==> src/rtl/pkt_bufid_alloc.sv <==
// Packet buffer ID allocator: a circular free list of buffer IDs. After reset the
// list is filled with IDs 0..BUFID_NUM-1. One ID at a time is offered to the consumer
// until it is acknowledged. Returned IDs are appended at the tail.
// Optional feature macro: BUFID_OVERFLOW_CHK_EN (pulse o_free_overflow on a dropped return).
module pkt_bufid_alloc #(
  parameter int unsigned BUFID_NUM = 512
) (
  input  logic       i_clk,
  input  logic       i_rst,
  output logic       o_pkt_bufid_wr,
  output logic [8:0] ov_pkt_bufid,
  input  logic       i_pkt_bufid_ack,
  input  logic       i_bufid_free_wr,
  input  logic [8:0] iv_bufid_free,
  output logic [9:0] ov_free_bufid_cnt,
  output logic       o_pool_empty,
  output logic       o_free_overflow,
  output logic [1:0] ov_alloc_state
);

  localparam int unsigned AW = (BUFID_NUM > 1) ? $clog2(BUFID_NUM) : 1;
  localparam logic [AW-1:0] LastIdx = AW'(BUFID_NUM - 1);
  localparam logic [9:0] FullCnt = 10'(BUFID_NUM);

  typedef enum logic [1:0] {
    StInit  = 2'b00,
    StIdle  = 2'b01,
    StOffer = 2'b10
  } state_e;

  state_e        state_q, state_d;
  logic [8:0]    mem_q [BUFID_NUM];
  logic [AW-1:0] rd_ptr_q, rd_ptr_d;
  logic [AW-1:0] wr_ptr_q, wr_ptr_d;
  logic [AW-1:0] init_cnt_q, init_cnt_d;
  logic [9:0]    cnt_q, cnt_d;
  logic          wr_q, wr_d;
  logic [8:0]    bufid_q, bufid_d;
  logic          mem_we;
  logic [AW-1:0] mem_waddr;
  logic [8:0]    mem_wdata;
  logic          pop, push;
`ifdef BUFID_OVERFLOW_CHK_EN
  logic          ovf_q, ovf_d;
`endif

  function automatic logic [AW-1:0] ptr_inc(input logic [AW-1:0] p);
    return (p == LastIdx) ? '0 : p + 1'b1;
  endfunction

  // Next-state: init fill, offer handshake, and free-list push/pop bookkeeping.
  always_comb begin
    state_d    = state_q;
    rd_ptr_d   = rd_ptr_q;
    wr_ptr_d   = wr_ptr_q;
    init_cnt_d = init_cnt_q;
    cnt_d      = cnt_q;
    wr_d       = wr_q;
    bufid_d    = bufid_q;
    mem_we     = 1'b0;
    mem_waddr  = init_cnt_q;
    mem_wdata  = 9'(init_cnt_q);
    pop        = 1'b0;
    push       = 1'b0;
`ifdef BUFID_OVERFLOW_CHK_EN
    ovf_d      = 1'b0;
`endif

    unique case (state_q)
      StInit: begin
        mem_we     = 1'b1;
        init_cnt_d = ptr_inc(init_cnt_q);
        if (init_cnt_q == LastIdx) begin
          cnt_d   = FullCnt;
          state_d = StIdle;
        end
      end
      StIdle: begin
        if (cnt_q != '0) begin
          pop     = 1'b1;
          wr_d    = 1'b1;
          bufid_d = mem_q[rd_ptr_q];
          state_d = StOffer;
        end
      end
      StOffer: begin
        if (i_pkt_bufid_ack) begin
          wr_d    = 1'b0;
          bufid_d = '0;
          state_d = StIdle;
        end
      end
      default: state_d = StInit;
    endcase

    // A full list still accepts a return when the head is popped on the same edge.
    if (state_q != StInit && i_bufid_free_wr) begin
      if (cnt_q != FullCnt || pop) begin
        push = 1'b1;
      end
`ifdef BUFID_OVERFLOW_CHK_EN
      else begin
        ovf_d = 1'b1;
      end
`endif
    end

    if (pop) begin
      rd_ptr_d = ptr_inc(rd_ptr_q);
    end
    if (push) begin
      mem_we    = 1'b1;
      mem_waddr = wr_ptr_q;
      mem_wdata = iv_bufid_free;
      wr_ptr_d  = ptr_inc(wr_ptr_q);
    end
    if (pop && !push) begin
      cnt_d = cnt_q - 10'd1;
    end else if (push && !pop) begin
      cnt_d = cnt_q + 10'd1;
    end
  end

  // Free-list storage; contents are rebuilt by the init sweep, so no reset.
  always_ff @(posedge i_clk) begin
    if (mem_we) begin
      mem_q[mem_waddr] <= mem_wdata;
    end
  end

  // Control state with synchronous reset.
  always_ff @(posedge i_clk) begin
    if (i_rst) begin
      state_q    <= StInit;
      rd_ptr_q   <= '0;
      wr_ptr_q   <= '0;
      init_cnt_q <= '0;
      cnt_q      <= '0;
      wr_q       <= 1'b0;
      bufid_q    <= '0;
`ifdef BUFID_OVERFLOW_CHK_EN
      ovf_q      <= 1'b0;
`endif
    end else begin
      state_q    <= state_d;
      rd_ptr_q   <= rd_ptr_d;
      wr_ptr_q   <= wr_ptr_d;
      init_cnt_q <= init_cnt_d;
      cnt_q      <= cnt_d;
      wr_q       <= wr_d;
      bufid_q    <= bufid_d;
`ifdef BUFID_OVERFLOW_CHK_EN
      ovf_q      <= ovf_d;
`endif
    end
  end

  assign o_pkt_bufid_wr    = wr_q;
  assign ov_pkt_bufid      = bufid_q;
  assign ov_free_bufid_cnt = cnt_q;
  assign o_pool_empty      = (cnt_q == '0);
  assign ov_alloc_state    = state_q;
`ifdef BUFID_OVERFLOW_CHK_EN
  assign o_free_overflow   = ovf_q;
`else
  assign o_free_overflow   = 1'b0;
`endif

endmodule

==> config.mk <==
export PLATFORM = sky130hd
export DESIGN_NAME = pkt_bufid_alloc
export DESIGN_NICKNAME = d
export VERILOG_FILES = /design/src/rtl/pkt_bufid_alloc.sv
export SDC_FILE = /design/constraint.sdc
export NUM_CORES = 2
export LEC_CHECK = 0
export BUFFER_PORTS_ARGS = -buffer_cell sky130_fd_sc_hd__buf_2
export CORE_MARGIN = 3
export CORE_UTILIZATION = 50
export DETAILED_ROUTE_END_ITERATION = 8
export PLACE_DENSITY_LB_ADDON = 0.12
export SYNTH_ARGS = -nofsm -noshare
export SYNTH_HDL_FRONTEND = slang
export SYNTH_MEMORY_MAX_BITS = 65536
export SYNTH_SLANG_ARGS = --single-unit
export TNS_END_PERCENT = 10
==> constraint.sdc <==
create_clock -name i_clk -period 11.2 [get_ports i_clk]
set_input_delay 1.12 -clock i_clk [delete_from_list [all_inputs] [get_ports i_clk]]
set_output_delay 1.12 -clock i_clk [all_outputs]
set_load 0.02 [all_outputs]
==> summary.md <==
| Metric | Value |
|---|---|
| Status | `complete, but fails checks` |
| Top cell type's share of synthesized area | `76.25%` |
| Fin Hold WS | `0.4791 ns` |
| Share of layout cells above drive strength 1 | `23.48%` |
| # rows | `220` |
| Global-route wire length before repair | `697.7 mm` |
| Fin worst setup slack | `4.722 ns` |
| Htree depth | `5` |
| Num CTS Buffers | `460` |
| Die area | `0.3702 mm2` |
| Dominant cell type by area after synthesis | `edfxtp_1` |
| Syn nets | `8546` |
| Required time worst endpoint | `11.77 ns` |
| Hold WC Path Type | `reg -> reg` |
| Mapped cell area | `0.1815 mm2` |
| Worst Setup EP | `mem_q[197][0]$_DFFE_PP_` |
| Reg-to-reg slack, setup | `4.72 ns` |
| DP Cell Count | `13000` |
| Worst slew margin | `-3.873%` |
| R2R Path End | `mem_q[197][0]$_DFFE_PP_` |
| RePlAce Congestion | `0.8721` |
| Core area | `0.3603 mm2` |
| Commonest non-fill, non-tap cells in the layout | `4608 x edfxtp_1, 1126 x mux4_2, 621 x nor2_1, 465 x clkbuf_16, 365 x mux2i_1` |
| Port Buffer Count | `35` |
| Final min period | `6.478 ns` |
| DR pass1 iterations | `8` |
| Failing checks | `capacitance limit, slew limit` |
| Sequential share of the synthesized area | `76.89%` |
| Setup Viol. Count Final | `0` |
| Path depth of the worst reg2reg path | `12` |
| Routed Antenna Nets | `0` |
| CTS Hold Bufs | `0` |
| IR Drop Worst-Case VDD | `0.1605 mV` |
| Setup crit start | `ov_free_bufid_cnt[0]$_SDFFE_PP0P_` |
| Vias | `89850` |
| Yosys reg bits | `4666` |
| Final hold viol count | `0` |
| CP Max Fanout | `38` |
| Initial Util | `50.36%` |
| Fillcell total | `26340` |
| Worst-skew pair later-pin latency | `1.00 ns` |
| WS Path Type | `reg -> reg` |
| Top_reg_cell synth | `edfxtp_1` |
| Placed Area | `0.1868 mm2` |
| Post-DP HPWL | `294.7 mm` |
| WL final | `492.7 mm` |
| Beginning of the worst hold path | `o_pkt_bufid_wr$_SDFFE_PP0P_` |
| Vias per inst | `6.480` |
| Post-Syn Instances | `8523` |
| Global route overflow | `0` |
| Lkg Pwr | `0.06163 uW` |
| CP Data Arrival Time | `7.04 ns` |
| Die Y | `608.4 um` |
| Distinct cells, synth | `76` |
| Pre-CTS setup slack | `4.818 ns` |
| Post-CTS Setup Repair Bufs | `0` |
| Initial antenna violation count | `26` |
| Final period util | `57.84%` |
| Ys Warns | `0` |
| Avg Cell Area, Syn | `21.29 um2` |
| Max clock buf depth | `4` |
| # DRC | `0` |
| PostCTS Resize Cnt | `0` |
| Max-cap violations | `2` |
| Power per cell area | `174.4 mW/mm2` |
| Synth-to-Final Area Change | `11.52%` |
| Total global-route track usage | `26.51%` |
| Reg-to-Reg Start | `ov_free_bufid_cnt[0]$_SDFFE_PP0P_` |
| Setup TNS | `0 ns` |
| Maximum number of pins on one net before global-route repair | `169` |
| Main area contributors after synthesis | `edfxtp_1 76%, mux4_2 14%, mux2i_1 2.0%` |
| Max-slew violation count | `8` |
| Number of synthesized flops with an enable pin | `4608` |
| Reg clk slew, reported paths | `0.06 ns` |
| Setup crit start kind | `flip-flop` |
| Asr flop ratio synth | `0%` |
| CTS tree | `built` |
| DR WL/cell | `35.53 um` |
| Worst setup EP type | `flip-flop` |
| Commonest non-fill, non-tap cell in the layout | `edfxtp_1` |
| Ports | `37` |
| CTS root buf | `clkbuf_16` |
| Initial DRC Count | `12510` |
| Post-route cell area | `0.2024 mm2` |
| Clk_skew | `0.06446 ns` |
| Vias in the first global route | `88680` |
| Die Wd | `608.4 um` |
| CTS sink cnt | `4666` |
| Fin cells | `13870` |
| Final net count | `8715` |
| RSZ-0062 raised after global routing | `false` |
| Worst-Margin Slew | `1.552 ns` |
| Max frequency | `0.1544 GHz` |
cells in the mapped netlist (13+ instances only):
| cell | instances |
|---|---|
| buf_1 | 46 |
| dfxtp_1 | 58 |
| a22oi_1 | 20 |
| mux2i_1 | 365 |
| buf_2 | 146 |
| nand3_1 | 48 |
| edfxtp_1 | 4608 |
| o22ai_1 | 100 |
| o221ai_1 | 141 |
| a221oi_1 | 24 |
| xor2_1 | 14 |
| mux2_2 | 26 |
| nor2b_1 | 17 |
| nand3b_1 | 15 |
| mux4_2 | 1126 |
| or3_1 | 13 |
| o211ai_1 | 15 |
| buf_4 | 76 |
| a211oi_1 | 20 |
| clkbuf_1 | 186 |
| o21ai_0 | 93 |
| nor3_1 | 78 |
| buf_6 | 59 |
| a21oi_1 | 142 |
| nand2_1 | 230 |
| nand4_1 | 20 |
| a22o_1 | 17 |
| nor4_1 | 13 |
| nor2_1 | 625 |
per-stage QoR:
step | total power (uW) | utilization [%]
2_1_floorplan | 19650 | -
3_3_place_gp | 19750 | 51.83
3_5_place_dp | 19760 | 51.84
4_1_cts | 35500 | 56.16
5_1_grt | 36240 | 56.16
6_report | 35300 | 56.16
metal layers:
layer	GRT usage, %	part of all wire, %	vias up
met1	39.91	41	48300
met3	5.295	9.7	705
li1	-	-	36090
met2	39.87	46	4763
met5	0	0.0055	-
met4	7.315	3.1	4
worst min-delay path by stage:
stage / end / depth (start not counted)
final: o_pkt_bufid_wr$_SDFFE_PP0P_ / 2
after global routing: ov_alloc_state[1]$_SDFFE_PP0P_ / 4
after CTS: ov_alloc_state[1]$_SDFFE_PP0P_ / 4
after detailed placement: ov_pkt_bufid[0]$_SDFFE_PP0P_ / 1
after global placement: o_pkt_bufid_wr$_SDFFE_PP0P_ / 2
after floorplan: flip-flop / 2
registers in the layout, summed over array words and instances, names as in the netlist, named ones only:
name,cells
ov_alloc_state,2
o_pkt_bufid_wr,1
ov_pkt_bufid,9
init_cnt_q,9
rd_ptr_q,9
ov_free_bufid_cnt,10
mem_q,4608
wr_ptr_q,9
cell type report:
type                       count  area (um2)  area share, %
multi-input combinational   3319       39200          19.37
clock inverter               293        3497          1.728
antenna                        8       20.02       0.009892
clock buffer                 562       12060          5.960
timing repair buffer         229        1987         0.9818
sequential                  4666      139600          68.96
inverter                      16       76.32        0.03772
tap                         4773        5972          2.951
logic make-up after synthesis:
family	Yosys count	share of synthesized area [%]
AO/OA/AOI/OAI	669	2.554
XOR/XNOR	17	0.08205
adder cells (fa/ha/maj)	10	0.06895
buffers and inverters	538	1.682
flip-flops	4666	76.89
multiplexers	1517	16.15
other	1	0.002066
AND/OR/NAND/NOR	1105	2.570
critical path: stages, from the launching register on:
cell and delay (ns):
dfxtp_1 0.41, inv_1 0.13, ha_1 0.20, or4b_1 0.56, nor2_1 0.31, a31oi_4 0.11
buf_4 0.29, inv_1 0.64, nand2_1 0.27, and2_1 0.27, nor2_1 0.94, nand2_1 0.96
nor2_1 0.90
where the power goes:
group          leakage [uW]  internal (uW)  switching [uW]
Sequential           0.0431          19100            5.23
Clock               0.00756           9300            6620
Combinational        0.0110           30.1             285
Total                0.0616          28400            6910
Power figures use the tool's default switching activity.
